## src/rtl/alu_issue_4bit.sv

```systemverilog
// Command issuer / result collector wrapped around a 4-bit combinational ALU.
// Optional accumulator chaining is built only when ALU_ISSUE_CHAIN_EN is defined.
module alu_issue_4bit #(
    parameter int unsigned SETTLE_CYCLES = 1
) (
    input  logic       clk,
    input  logic       rst,
    input  logic       cmd_valid,
    output logic       cmd_ready,
    input  logic [2:0] cmd_op,
    input  logic [3:0] cmd_a,
    input  logic [3:0] cmd_b,
    input  logic       cmd_use_acc,
    output logic [3:0] X,
    output logic [3:0] Y,
    output logic [2:0] ALU_Sel,
    input  logic [3:0] ALU_Out,
    input  logic       Cout,
    input  logic       Zero,
    output logic       rsp_valid,
    input  logic       rsp_ready,
    output logic [3:0] rsp_data,
    output logic       rsp_cout,
    output logic       rsp_zero,
    output logic [7:0] op_cnt
);

    typedef enum logic [1:0] {
        IDLE,
        SETTLE,
        RESP
    } state_t;

    localparam logic [3:0] SETTLE_LOAD = 4'(SETTLE_CYCLES - 1);

    state_t     state;
    state_t     state_next;
    logic [3:0] settle_cnt;
    logic [3:0] x_next;
    logic       accept;
    logic       capture;

    assign accept  = cmd_valid && cmd_ready;
    assign capture = (state == SETTLE) && (settle_cnt == 4'd0);

`ifdef ALU_ISSUE_CHAIN_EN
    logic [3:0] acc;

    always_ff @(posedge clk or posedge rst) begin
        if (rst) begin
            acc <= '0;
        end else if (capture) begin
            acc <= ALU_Out;
        end
    end

    assign x_next = cmd_use_acc ? acc : cmd_a;
`else
    logic unused_use_acc;

    assign unused_use_acc = cmd_use_acc;
    assign x_next         = cmd_a;
`endif

    always_ff @(posedge clk or posedge rst) begin
        if (rst) begin
            state <= IDLE;
        end else begin
            state <= state_next;
        end
    end

    always_comb begin
        state_next = state;
        cmd_ready  = 1'b0;
        rsp_valid  = 1'b0;
        case (state)
            IDLE: begin
                cmd_ready = 1'b1;
                if (cmd_valid) begin
                    state_next = SETTLE;
                end
            end
            SETTLE: begin
                if (settle_cnt == 4'd0) begin
                    state_next = RESP;
                end
            end
            RESP: begin
                rsp_valid = 1'b1;
                cmd_ready = rsp_ready;
                if (rsp_ready) begin
                    state_next = cmd_valid ? SETTLE : IDLE;
                end
            end
            default: state_next = IDLE;
        endcase
        // Hold off new commands for the whole time reset is asserted.
        if (rst) begin
            cmd_ready = 1'b0;
        end
    end

    always_ff @(posedge clk or posedge rst) begin
        if (rst) begin
            X          <= '0;
            Y          <= '0;
            ALU_Sel    <= '0;
            settle_cnt <= '0;
            rsp_data   <= '0;
            rsp_cout   <= 1'b0;
            rsp_zero   <= 1'b0;
            op_cnt     <= '0;
        end else begin
            if (accept) begin
                X          <= x_next;
                Y          <= cmd_b;
                ALU_Sel    <= cmd_op;
                settle_cnt <= SETTLE_LOAD;
            end else if ((state == SETTLE) && (settle_cnt != 4'd0)) begin
                settle_cnt <= settle_cnt - 4'd1;
            end
            if (capture) begin
                rsp_data <= ALU_Out;
                rsp_cout <= Cout;
                rsp_zero <= Zero;
            end
            if ((state == RESP) && rsp_ready) begin
                op_cnt <= op_cnt + 8'd1;
            end
        end
    end

endmodule

```

## config.mk

```make
export PLATFORM = sky130hd
export DESIGN_NAME = alu_issue_4bit
export DESIGN_NICKNAME = d
export VERILOG_FILES = /design/src/rtl/alu_issue_4bit.sv
export SDC_FILE = /design/constraint.sdc
export NUM_CORES = 1
export LEC_CHECK = 0
export BUFFER_PORTS_ARGS = -buffer_cell sky130_fd_sc_hd__buf_2
export CAP_MARGIN = 25
export CORE_MARGIN = 2
export CORE_UTILIZATION = 40
export DETAILED_ROUTE_END_ITERATION = 6
export PLACE_DENSITY = 0.78
export SLEW_MARGIN = 20
export SYNTH_ARGS = -nofsm -noshare
export SYNTH_HDL_FRONTEND = slang
export SYNTH_SLANG_ARGS = --single-unit
```

## constraint.sdc

```tcl
create_clock -name clk -period 1.75 [get_ports clk]
set_input_delay 0.175 -clock clk [delete_from_list [all_inputs] [get_ports clk]]
set_output_delay 0.175 -clock clk [all_outputs]
set_load 0.005 [all_outputs]
```

# [Word level (Yosys, flattened, before mapping)]
# Index checks and enable logic that the tools add are counted.
[totals] regBits=31 output_inout_bits=27 elab_cells=35 inputBits=22
[op_classes] n_reduce_logical=9 mux=10 n_eq_ne=5 n_addsub=2
[ops] op="adder 8 x 1 -> 8 bit (second input constant)" n=1
[ops] op="two-way mux 4 bit" n=2
[ops] op="two-way mux 2 bit" n=3
[ops] op="!= test 2 bit (second input constant)" n=3
[ops] op="case mux 2 bit (3 select lines)" n=1
[ops] op="logical AND 1 bit" n=4
[ops] op="zero test 4 bit" n=1
[ops] op="nonzero test 4 bit" n=1
[ops] op="subtractor 4 x 1 -> 4 bit (second input constant)" n=1
[ops] op="two-way mux 1 bit" n=3
[ops] op="AND reduction 3 bit" n=1
[ops] op="== test 2 x 1 -> 1 bit (second input constant)" n=1
[ops] op="== test 2 bit (second input constant)" n=1
[ops] op="zero test 2 bit" n=1
[ops] op="case mux 1 bit (2 select lines)" n=1
[ops] op="nonzero test 2 bit" n=1

# [Depth between registers and ports, before layout]
[depth] word_depth=5 mapped_depth=5 depth_no_buf=5

# [Least setup slack after synthesis]
# OpenSTA, ideal clock, no wires.
[synth_path] kind="register -> register" start="reg settle_cnt[0]" end="reg rsp_cout" t_arrival_ps=1391 stages_incl_launch_ff=6 setup_ps=125 n_path_buf=0 t_required_ps=1625 setup_slack_ps=235 period_less_slack_ps=1515 path_cell_list="dfrtp_1 > inv_1 > ha_1 > nor3b_1 > nand2_1 > mux2_2"
[synth_between] elab_chain_len=2
[synth_rtl] element="start: declaration" line_no="38" rtl="logic [3:0] settle_cnt;"
[synth_rtl] element="start signal: assignment" line_no="121" rtl="settle_cnt <= settle_cnt - 4'd1;"
[synth_rtl] element="zero test 4 bit" line_no="44" rtl="assign capture = (state == SETTLE) && (settle_cnt == 4'd0);"
[synth_rtl] element="logical AND 1 bit" line_no="44"
[synth_rtl] element="end signal: assignment" line_no="125" rtl="rsp_cout <= Cout;"
[synth_rtl] element="end: declaration" line_no="23" rtl="output logic rsp_cout,"
# Every way passes these cells.
# A chain may end at the register's enable or synchronous reset.

# [Worst setup path in the final report]
[layout_path] start="in rst" end="reg X[0]"
[layout_between] elab_chain_len=2
[layout_rtl] element="start: declaration" line_no="7" rtl="input logic rst,"
[layout_rtl] element="two-way mux 1 bit" line_no="99" rtl="if (rst) begin"
[layout_rtl] element="logical AND 1 bit" line_no="43" rtl="assign accept = cmd_valid && cmd_ready;"
[layout_rtl] element="end signal: assignment" line_no="116" rtl="X <= x_next;"
[layout_rtl] element="end: declaration" line_no="14" rtl="output logic [3:0] X,"
# Every way passes these cells.

==> results.json <==
{
  "wirelength_mm": 2.63,
  "seqPwrFrac_pct": 43.8,
  "grt_use_met1_pct": 16.0,
  "wl_per_cell_um": 12.5,
  "synthCells": 105,
  "synth_warnings": 0,
  "power_density_nw_per_um2": 1570,
  "antenna_found_initial": 0,
  "dieArea_um2": 3940,
  "cts_tree": "yes",
  "port_buffers": 47,
  "synth_top_family_by_area": "multiplexers",
  "vdd_drop_max_mv": 0.707,
  "area_growth_pct": 28.8,
  "grt_pass1_vias": 1005,
  "grt_max_degree": 21,
  "crit_slowest_cell": "dlygate4sd3_1",
  "drv_slew": 0,
  "hp-class": "in -> reg",
  "n_antenna_cell": 0,
  "crit_type": "in -> reg",
  "path_cells": "dlygate4sd3_1 -> buf_2 -> or2_1 -> nor3_4 -> buf_4 -> mux2_2",
  "top_usage_layer": "met2",
  "die_h_um": 62.8,
  "hp-start": "cmd_op[2]",
  "synthDistinctLibCells": 29,
  "finalHoldViolations": 0,
  "postCtsSetupRepairBufs": 0,
  "drt_iter0_markers": 29,
  "synth_edf_count": 0,
  "p_switching_uw": 887,
  "start_kind": "primary input",
  "r2r-start": "settle_cnt[0]",
  "crit_path_max_incr_delay_ps": 540,
  "insertion_delay_ps": 310,
  "period_share_pct": 94.8,
  "drive_gt1_share_pct": 49.4,
  "place_area_um2": 1690,
  "outcome": "finished clean",
  "clkTransAtPathRegs_ps": 90,
  "vias": 998,
  "grtUsageMet2_pct": 24.7,
  "fp.coreArea_um2": 3340,
  "start_util_pct": 41.4,
  "grt_pass1_wl_mm": 4.38,
  "cts_sinks": 31,
  "cp_max_fo": 12,
  "syn_nets": 130,
  "synth_compound_area_share_pct": 3.53,
  "layout_commonest_cell": "buf_2",
  "fillers": 317,
  "p_clk_share_pct": 16.5,
  "cp-end-kind": "flop",
  "drc": 0,
  "power_frac_comb_pct": 39.7,
  "cts_buffers": 5,
  "ys_seq_area_share_pct": 56.1,
  "dr.pass1.iters": 4,
  "p_int_uw": 1900,
  "swShare_pct": 31.8,
  "grt_use_met3_pct": 4.86,
  "grt_setup_unrepaired": "false",
  "root_buffer": "clkbuf_4",
  "cts_htree_levels": 2,
  "synth_fa_ha_area_share_pct": 2.71,
  "cp-startpoint": "rst",
  "hpwl_mm": 1.99,
  "p_leak_uw": 0.000916,
  "crit_arrival_ps": 1860,
  "synth_xor_area_share_pct": 4.43,
  "clockBufferDepth": 2,
  "mostFrequentLayoutCells": "buf_2, dfrtp_1, mux2_2, mux2_4, inv_1",
  "rows": 21,
  "yosys.area_share.simple_pct": 12.2,
  "grtUsageTotal_pct": 14.4,
  "synthFlopType": "dfrtp_1",
  "crit_required_ps": 1950,
  "worstMarginPinSlew_ps": 453,
  "fin_crit_ps": 1660,
  "ys_ff_latch": 31,
  "synthArstFlopShare_pct": 100,
  "drt-vias-per-instance": 4.75,
  "synth_area_um2": 1380,
  "gp_congestion": 0.721,
  "max-slew-margin-rel_pct": 69.7,
  "finalNetCount": 188,
  "finalSetupTns_ps": 0,
  "io_pins": 49,
  "synthMuxAreaShare_pct": 18.3,
  "gr-total-overflow": 0,
  "clock-skew-final_ps": 4.87,
  "drtAntennaViolNets": 0,
  "die_w_um": 62.8,
  "finalSetupViolCount": 0,
  "timing.fmax_mhz": 603,
  "avgSynthCellArea_um2": 13.2,
  "finalInstanceArea_um2": 1780,
  "drv_cap": 0
}
## path summary, 6_finish.rpt
kind | end | slack [ps] | cells past startpoint
min in group asynchronous | X[0] | 430 | 3
max | X[0] | 90 | 6
min reg2reg | op_cnt[7] | 470 | 1
min | ALU_Sel[2] | 90 | 2
max in group asynchronous | op_cnt[0] | 700 | 4
max reg2reg | rsp_data[3] | 160 | 5
## power by group through the flow
stage,combinational (uW),clock (uW),sequential [uW]
after floorplan,672,0,1230
after global placement,1060,0,1210
after detailed placement,1110,0,1230
after CTS,1130,471,1220
after global routing,1220,511,1270
final,1110,460,1220
## area by class of cell
type / count / area, um2 / area share (%)
Multi-Input combinational cell: 66 / 577 / 32.4
Tap cell: 46 / 57.6 / 3.23
Sequential cell: 31 / 776 / 43.6
Timing Repair Buffer: 52 / 275 / 15.5
Clock buffer: 8 / 68.8 / 3.87
Inverter: 7 / 26.3 / 1.48
## cells in the mapped netlist, types with 3 or more instances
cell type / n / area (um2)
inv_1: 7 / 26.3
xnor2_1: 3 / 26.3
nor2_1: 5 / 18.8
o21ai_0: 3 / 15.0
dfrtp_1: 31 / 776
ha_1: 3 / 37.5
nand3_1: 4 / 20.0
xor2_1: 4 / 35.0
nand2_1: 3 / 11.3
mux2_4: 8 / 120
nor3_1: 3 / 15.0
mux2_2: 10 / 113
## metrics by stage
stage               total power [uW]  std cells  setup slack (ps)  util [%]  hold slack, ps
floorplan                       1900        105               235         -             279
global placement                2270        201               123      50.8             195
detailed placement              2330        201              9.95      50.8             200
CTS                             2820        210              5.81      53.2            78.1
global route                    3000        210              35.7      53.4            60.4
finish                          2790        210              90.3      53.4            89.3
## kinds of logic after synthesis
family	Yosys count
xor gates and xnor gates	7
DFF	31
muxes	20
and+or+nand+nor	28
adders and majority gates	3
buffers and inverters	8
AOI/OAI and AO/OA	8
## critical path, delay by kind of cell
kind                   cells  cell delay, ps
and+or+nand+nor            2             410
buffers and inverters      3             910
muxes                      1             360
## layer usage
layer,vias up,share of wire [%]
li1,482,-
met5,-,0
met4,0,0.99
met1,495,42
met3,2,3.8
met2,19,53
## timing repair
action,4_1_cts,5_1_grt
endpoints found under the hold margin,11,0
hold buffers,1,0
gates resized for setup,1,1
setup endpoints to repair,6,6
## state kept, by name, indices dropped and copies added, names as in the netlist
| signal | cells |
|---|---|
| ALU_Sel | 3 |
| X | 4 |
| Y | 4 |
| op_cnt | 8 |
| rsp_cout | 1 |
| rsp_data | 4 |
| rsp_zero | 1 |
| settle_cnt | 4 |
| state | 2 |
No activity file was read; power rests on OpenSTA's default activity.
